**config.mk**
```make
export PLATFORM = sky130hd
export DESIGN_NAME = mem_access
export DESIGN_NICKNAME = d
export VERILOG_FILES = /design/src/rtl/corePckg.sv /design/src/rtl/load_align.sv /design/src/rtl/mem_access.sv
export SDC_FILE = /design/constraint.sdc
export NUM_CORES = 1
export LEC_CHECK = 0
export BUFFER_PORTS_ARGS = -buffer_cell sky130_fd_sc_hd__buf_2
export CAP_MARGIN = 5
export CORE_MARGIN = 4
export CORE_UTILIZATION = 47
export CTS_BUF_LIST = sky130_fd_sc_hd__clkbuf_16
export CTS_CLUSTER_SIZE = 30
export DETAILED_ROUTE_END_ITERATION = 10
export GPL_ROUTABILITY_DRIVEN = 0
export PLACE_DENSITY_LB_ADDON = 0.08
export SYNTH_ARGS = -nofsm -noshare
export SYNTH_HDL_FRONTEND = slang
export SYNTH_SLANG_ARGS = --single-unit
```
**constraint.sdc**
```tcl
create_clock -name iClk -period 2.1 [get_ports iClk]
set_input_delay 0.105 -clock iClk [delete_from_list [all_inputs] [get_ports iClk]]
set_output_delay 0.105 -clock iClk [all_outputs]
set_load 0.1 [all_outputs]
```
**src/rtl/corePckg.sv**
```systemverilog
`default_nettype none
//==============================================================================
// Module      : corePckg
// Description : Shared core types: ALU/memory/register-write records, memory
//               funct3 encodings and memory-stage state encoding.
// Revision    : 1.0
//==============================================================================
package corePckg;

  localparam int cXLEN  = 32;
  localparam int cStrbW = cXLEN / 8;

  // Load/store funct3; stores reuse eLb/eLh/eLw as SB/SH/SW
  typedef enum logic [2:0] {
    eLb  = 3'b000,
    eLh  = 3'b001,
    eLw  = 3'b010,
    eLbu = 3'b100,
    eLhu = 3'b101
  } eMemOp;

  typedef enum logic [0:0] {
    IDLE     = 1'b0,
    WAIT_ACK = 1'b1
  } tMemState;

  typedef struct packed {
    logic [cXLEN-1:0] addr;
    logic [cXLEN-1:0] data;
    logic [4:0]       rdAddr;
    logic [2:0]       opType;
    logic             read;
    logic             write;
  } tMemOp;

  typedef struct packed {
    logic [4:0]       addr;
    logic [cXLEN-1:0] data;
    logic             dv;
  } tRegOp;

  typedef struct packed {
    tMemOp memOp;
    tRegOp regOp;
  } tAluOut;

  function automatic logic isIllegalMemOp(input tMemOp op);
    logic badLoad;
    logic badStore;
    badLoad  = op.read  & ((op.opType == 3'b011) | (op.opType == 3'b110) |
                           (op.opType == 3'b111));
    badStore = op.write & (op.opType >= 3'b011);
    return (op.read & op.write) | badLoad | badStore;
  endfunction

  // Low two funct3 bits give the access size for both loads and stores
  function automatic logic isMisaligned(input logic [2:0] opType,
                                        input logic [1:0] byteOff);
    return ((opType[1:0] == 2'b01) & byteOff[0]) |
           ((opType[1:0] == 2'b10) & (byteOff != 2'b00));
  endfunction

endpackage
`default_nettype wire

```
**src/rtl/load_align.sv**
```systemverilog
`default_nettype none
//==============================================================================
// Module      : load_align
// Description : Selects the addressed byte/half of a load word and sign- or
//               zero-extends it to cXLEN.
// Revision    : 1.0
//==============================================================================
module load_align
  import corePckg::*;
(
  input  logic [cXLEN-1:0] iRData,
  input  logic [1:0]       iByteOff,
  input  logic [2:0]       iOpType,
  output logic [cXLEN-1:0] oData
);

  logic [7:0]  w_byte;
  logic [15:0] w_half;

  assign w_byte = iRData[{iByteOff, 3'b000} +: 8];
  assign w_half = iRData[{iByteOff[1], 4'b0000} +: 16];

  always_comb begin
    oData = iRData;
    case (iOpType)
      eLb:     oData = {{(cXLEN-8){w_byte[7]}}, w_byte};
      eLh:     oData = {{(cXLEN-16){w_half[15]}}, w_half};
      eLbu:    oData = {{(cXLEN-8){1'b0}}, w_byte};
      eLhu:    oData = {{(cXLEN-16){1'b0}}, w_half};
      default: oData = iRData;
    endcase
  end

endmodule
`default_nettype wire

```
**src/rtl/mem_access.sv**
```systemverilog
`default_nettype none
//==============================================================================
// Module      : mem_access
// Description : Memory-access pipeline stage: issues loads/stores over a
//               req/ack port, stalls upstream while outstanding, and forwards
//               register-write records to write-back.
// Revision    : 1.0
//==============================================================================
module mem_access
  import corePckg::*;
(
  input  logic              iClk,
  input  logic              iRst,
  input  tAluOut            iAluOut,
  output logic              oStall,
  output logic              oMemReq,
  output logic              oMemWe,
  output logic [cXLEN-1:0]  oMemAddr,
  output logic [cXLEN-1:0]  oMemWData,
  output logic [cStrbW-1:0] oMemWStrb,
  input  logic              iMemAck,
  input  logic [cXLEN-1:0]  iMemRData,
  output tRegOp             oRegOp,
  output logic              oExcept
);

  tMemState          r_state;
  tMemState          w_nextState;
  tMemOp             w_memOp;
  logic              w_memValid;
  logic              w_fault;
  logic              w_issue;
  logic [cStrbW-1:0] w_strb;
  logic [cXLEN-1:0]  w_wData;
  logic [cXLEN-1:0]  w_loadData;

  logic              r_memReq;
  logic              r_memWe;
  logic [cXLEN-1:0]  r_memAddr;
  logic [cXLEN-1:0]  r_memWData;
  logic [cStrbW-1:0] r_memWStrb;
  logic [4:0]        r_rdAddr;
  logic [2:0]        r_opType;
  logic [1:0]        r_byteOff;
  tRegOp             r_regOp;
  logic              r_except;

  assign w_memOp    = iAluOut.memOp;
  assign w_memValid = w_memOp.read | w_memOp.write;
  assign w_fault    = isIllegalMemOp(w_memOp) |
                      isMisaligned(w_memOp.opType, w_memOp.addr[1:0]);
  assign w_issue    = (r_state == IDLE) & w_memValid & ~w_fault;

  // The ack cycle drops the stall so upstream advances exactly once per op
  assign oStall = iRst & (w_issue | ((r_state == WAIT_ACK) & ~iMemAck));

  always_comb begin
    w_strb  = '0;
    w_wData = '0;
    if (w_memOp.write) begin
      case (w_memOp.opType[1:0])
        2'b00: begin
          w_strb  = cStrbW'(1) << w_memOp.addr[1:0];
          w_wData = {(cXLEN/8){w_memOp.data[7:0]}};
        end
        2'b01: begin
          w_strb  = w_memOp.addr[1] ? 4'b1100 : 4'b0011;
          w_wData = {(cXLEN/16){w_memOp.data[15:0]}};
        end
        default: begin
          w_strb  = '1;
          w_wData = w_memOp.data;
        end
      endcase
    end
  end

  load_align uLoadAlign (
    .iRData   (iMemRData),
    .iByteOff (r_byteOff),
    .iOpType  (r_opType),
    .oData    (w_loadData)
  );

  always_ff @(posedge iClk or negedge iRst) begin
    if (!iRst) begin
      r_state <= IDLE;
    end else begin
      r_state <= w_nextState;
    end
  end

  always_comb begin
    w_nextState = r_state;
    case (r_state)
      IDLE:     if (w_issue) w_nextState = WAIT_ACK;
      WAIT_ACK: if (iMemAck) w_nextState = IDLE;
      default:  w_nextState = IDLE;
    endcase
  end

  always_ff @(posedge iClk or negedge iRst) begin
    if (!iRst) begin
      r_memReq   <= 1'b0;
      r_memWe    <= 1'b0;
      r_memAddr  <= '0;
      r_memWData <= '0;
      r_memWStrb <= '0;
      r_rdAddr   <= '0;
      r_opType   <= '0;
      r_byteOff  <= '0;
      r_regOp    <= '0;
      r_except   <= 1'b0;
    end else begin
      r_except <= 1'b0;
      case (r_state)
        IDLE: begin
          if (w_issue) begin
            r_memReq   <= 1'b1;
            r_memWe    <= w_memOp.write;
            r_memAddr  <= {w_memOp.addr[cXLEN-1:2], 2'b00};
            r_memWData <= w_wData;
            r_memWStrb <= w_strb;
            r_rdAddr   <= w_memOp.rdAddr;
            r_opType   <= w_memOp.opType;
            r_byteOff  <= w_memOp.addr[1:0];
            r_regOp    <= '0;
          end else if (w_memValid) begin
            // A faulting memory op also swallows any accompanying regOp
            r_except <= 1'b1;
            r_regOp  <= '0;
          end else begin
            r_regOp.addr <= iAluOut.regOp.addr;
            r_regOp.data <= iAluOut.regOp.data;
            r_regOp.dv   <= iAluOut.regOp.dv & (iAluOut.regOp.addr != 5'd0);
          end
        end
        WAIT_ACK: begin
          if (iMemAck) begin
            r_memReq <= 1'b0;
            if (!r_memWe) begin
              r_regOp <= {r_rdAddr, w_loadData, (r_rdAddr != 5'd0)};
            end else begin
              r_regOp <= '0;
            end
          end else begin
            r_regOp <= '0;
          end
        end
        default: r_regOp <= '0;
      endcase
    end
  end

  assign oMemReq   = r_memReq;
  assign oMemWe    = r_memWe;
  assign oMemAddr  = r_memAddr;
  assign oMemWData = r_memWData;
  assign oMemWStrb = r_memWStrb;
  assign oRegOp    = r_regOp;
  assign oExcept   = r_except;

endmodule
`default_nettype wire

```
==> results.toml <==
[cts]
ctsRootBufferMaster = "clkbuf_16"
cts.clk_slew.worst_paths_ns = 0.06
numClockSinks = 118
clock_latency_ns = 0.42
cts-htree-levels = 4
cts_buffers = 17
cts_tree = "built"
clockBufferDepth = 2

[setup_path]
r2r_end = "oMemAddr[13]"
worstPathArrival_ns = 2.00
r2r_cells = 6
path_class = "flip-flop to output pin"
crit_required_ns = 2.00
worstSetupEndpoint = "oStall"
end_kind = "output pin"
cp_max_fo = 2
r2r-start = "r_state"
critPathLaunch = "r_state"
start_kind = "flip-flop"
reg2reg_slack_ns = 0.11

[global_routing]
antenna_found_initial = 1
overflow = 0
grt_use_total = 0.271
grt_pass1_vias = 5447
grt_max_degree = 119
grt_first_pass_wirelength_um = 28200

[finish]
post-route-util = 0.773
final_cells = 978
drive_above_1_share = 0.441
nets = 968
areaGrowthSynthToFinish_pct = 60.0
final_cell_mix = "buf_2, dlygate4sd3_1, dfrtp_1"
n_fill_cell = 716
layout_commonest_cell = "buf_2"

[status]
status = "finished, violations left"
violations = "negative setup slack"

[sta]
period_needed_ns = 2.11
slew-limit-headroom = 0.275
layout_setup_ws_ns = -0.00903
finalSetupViolations = 1
fin_crit_sh = 1.00
rsz0062_at_grt = "true"
slew_violations = 0
tightest_slew_ns = 1.08
max_freq_mhz = 474
hold_viol = 0
finClkSkew_ns = 0.0104

[detailed_routing]
via_per_inst = 5.40
num_vias = 5277
drtAntennaViolNets = 0
avgRoutedWirePerCell_um = 19.1
drtPass1Iterations = 5
routed_wl_um = 18700
drc = 0
drt_iter0_markers = 460

[die]
initial_core_util = 0.483
die_h_um = 117
pin_count = 257
die_x_um = 117
rows = 39
core_area_mm2 = 0.0115
fp.dieArea_mm2 = 0.0136

[synthesis]
synth_compound_area_frac = 0.149
synth_top_family_by_area = "multiplexers"
synthSimpleGateAreaFrac = 0.0704
synth.avg_cell_area_um2 = 12.6
ys_types = 43
synth_xor_area_frac = 0.00157
ys_warn_count = 0
synthCells = 443
ys_ff_latch = 118
syn-cell-area_mm2 = 0.00556
synthAdderAreaFrac = 0
synth_mux_area_frac = 0.209
yosysSeqAreaShare = 0.531

[place]
place_hpwl_um = 12000
io_buffers = 254
placed_cells = 822

[pwr]
p_leak_nw = 4.63
ir_worst_vdd_uv = 807
power.density_mw_per_mm2 = 1340

[run]
maxCapViolCount = 0

[hold_path]
hp-class = "primary input to flip-flop"
[metal layers]
metal	track usage	vias to the layer above	share of wire
met3	0.0828	55	0.091
li1	-	2388	-
met2	0.454	286	0.50
met4	0.114	0	0.033
met1	0.324	2548	0.38
met5	0	-	0
[logic make-up (layout without fill, tap and decap cells)]
logic type      after synthesis  count (layout)
buf+inv                      44             434
compound gates              108             108
flops                       118             118
mux                          92              92
simple gates                 79              79
other cells                   1               3
xor+xnor                      1               1
[cells in the mapped netlist (all sizes together)]
| library cell | number | share of area |
|---|---|---|
| o2bb2ai | 20 | 0.031 |
| a211o | 1 | 0.0016 |
| xor2 | 1 | 0.0016 |
| inv | 11 | 0.0074 |
| o31a | 1 | 0.0016 |
| a22oi | 8 | 0.011 |
| nor2 | 22 | 0.015 |
| o22a | 1 | 0.0016 |
| or4b | 1 | 0.0025 |
| or2 | 2 | 0.0022 |
| a22o | 6 | 0.0094 |
| o21ba | 1 | 0.0018 |
| o21a | 2 | 0.0027 |
| a21oi | 13 | 0.012 |
| mux2i | 36 | 0.065 |
| a221oi | 7 | 0.011 |
| a211oi | 1 | 0.0014 |
| buf | 15 | 0.019 |
| mux2 | 56 | 0.14 |
| nand3b | 2 | 0.0027 |
| nand2b | 6 | 0.0067 |
| nor3 | 2 | 0.0027 |
| nand3 | 1 | 0.0032 |
| or4 | 2 | 0.0027 |
| conb | 1 | 0.00067 |
| o21ai | 21 | 0.020 |
| nor3b | 1 | 0.0014 |
| a21boi | 1 | 0.0014 |
| a221o | 16 | 0.029 |
| o211ai | 1 | 0.0014 |
| o22ai | 1 | 0.0011 |
| o221ai | 7 | 0.011 |
| nor2b | 9 | 0.010 |
| dfrtp | 118 | 0.53 |
| nand2 | 31 | 0.021 |
| clkbuf | 18 | 0.012 |
[power by group]
group          leakage (nW)  internal [mW]  switching (mW)
Sequential             1.50           2.79           0.309
Combinational          2.82           1.33            4.37
Clock                 0.305           1.99            1.11
[worst max-delay path: stages, from the launching register on]
cell	delay (ns)
dfrtp_1	0.40
or4b_4	0.51
o21ai_2	0.10
nand3_4	0.10
buf_12	0.14
a21boi_4	0.15
buf_12	0.19
[flip-flops by register name, indices dropped and copies added (netlist names)]
register / count
r_rdAddr: 5
oMemWData: 32
r_opType: 3
oMemWe: 1
oMemReq: 1
r_byteOff: 2
oExcept: 1
oMemAddr: 30
oRegOp: 38
oMemWStrb: 4
r_state: 1
[through the flow]
step | total power [mW] | instance area (µm²) | setup TNS, ns | hold slack, ns | worst slack (ns)
global placement | 8.53 | 7010 | 0 | 0.285 | 0.288
detailed placement | 8.60 | 7010 | 0 | 0.298 | 0.169
CTS | 11.9 | 8890 | -0.00849 | 0.0121 | -0.00849
finish | 11.9 | 8900 | -0.00903 | 0.0237 | -0.00903
floorplan | 7.57 | 5580 | 0 | -0.191 | 0.00144
global route | 12.3 | 8900 | -0.256 | 0.0267 | -0.0569
[final cells by class]
class / instances / area (µm²) / area share
Sequential cell: 118 / 2950 / 0.332
Timing Repair Buffer: 391 / 2680 / 0.301
Multi-Input combinational cell: 282 / 2410 / 0.271
Clock buffer: 17 / 425 / 0.0478
Clock inverter: 15 / 203 / 0.0228
Tap cell: 143 / 179 / 0.0201
Inverter: 11 / 41.3 / 0.00464
Antenna cell: 1 / 2.50 / 0.000281
[worst min path at each step]
stage / startpoint / end / slack, ns / cells past startpoint
detailed placement: iRst / oMemWData[8] / 0.30 / 2
CTS: iAluOut[16] / oRegOp[16] / 0.01 / 3
floorplan: iRst / oExcept / -0.19 / 0
finish: iAluOut[16] / oRegOp[16] / 0.02 / 3
global placement: iRst / oMemWData[0] / 0.28 / 2
global route: iAluOut[9] / oRegOp[9] / 0.03 / 3
[repair_timing]
item,in CTS,in global routing
pin swaps,1,0
cloned,1,0
setup endpoints to repair,1,12
setup buffers,2,0
endpoints found under the hold margin,214,0
gates resized for setup,3,0
hold buffers,120,0
Note: power is estimated with default switching activity, not from simulation.
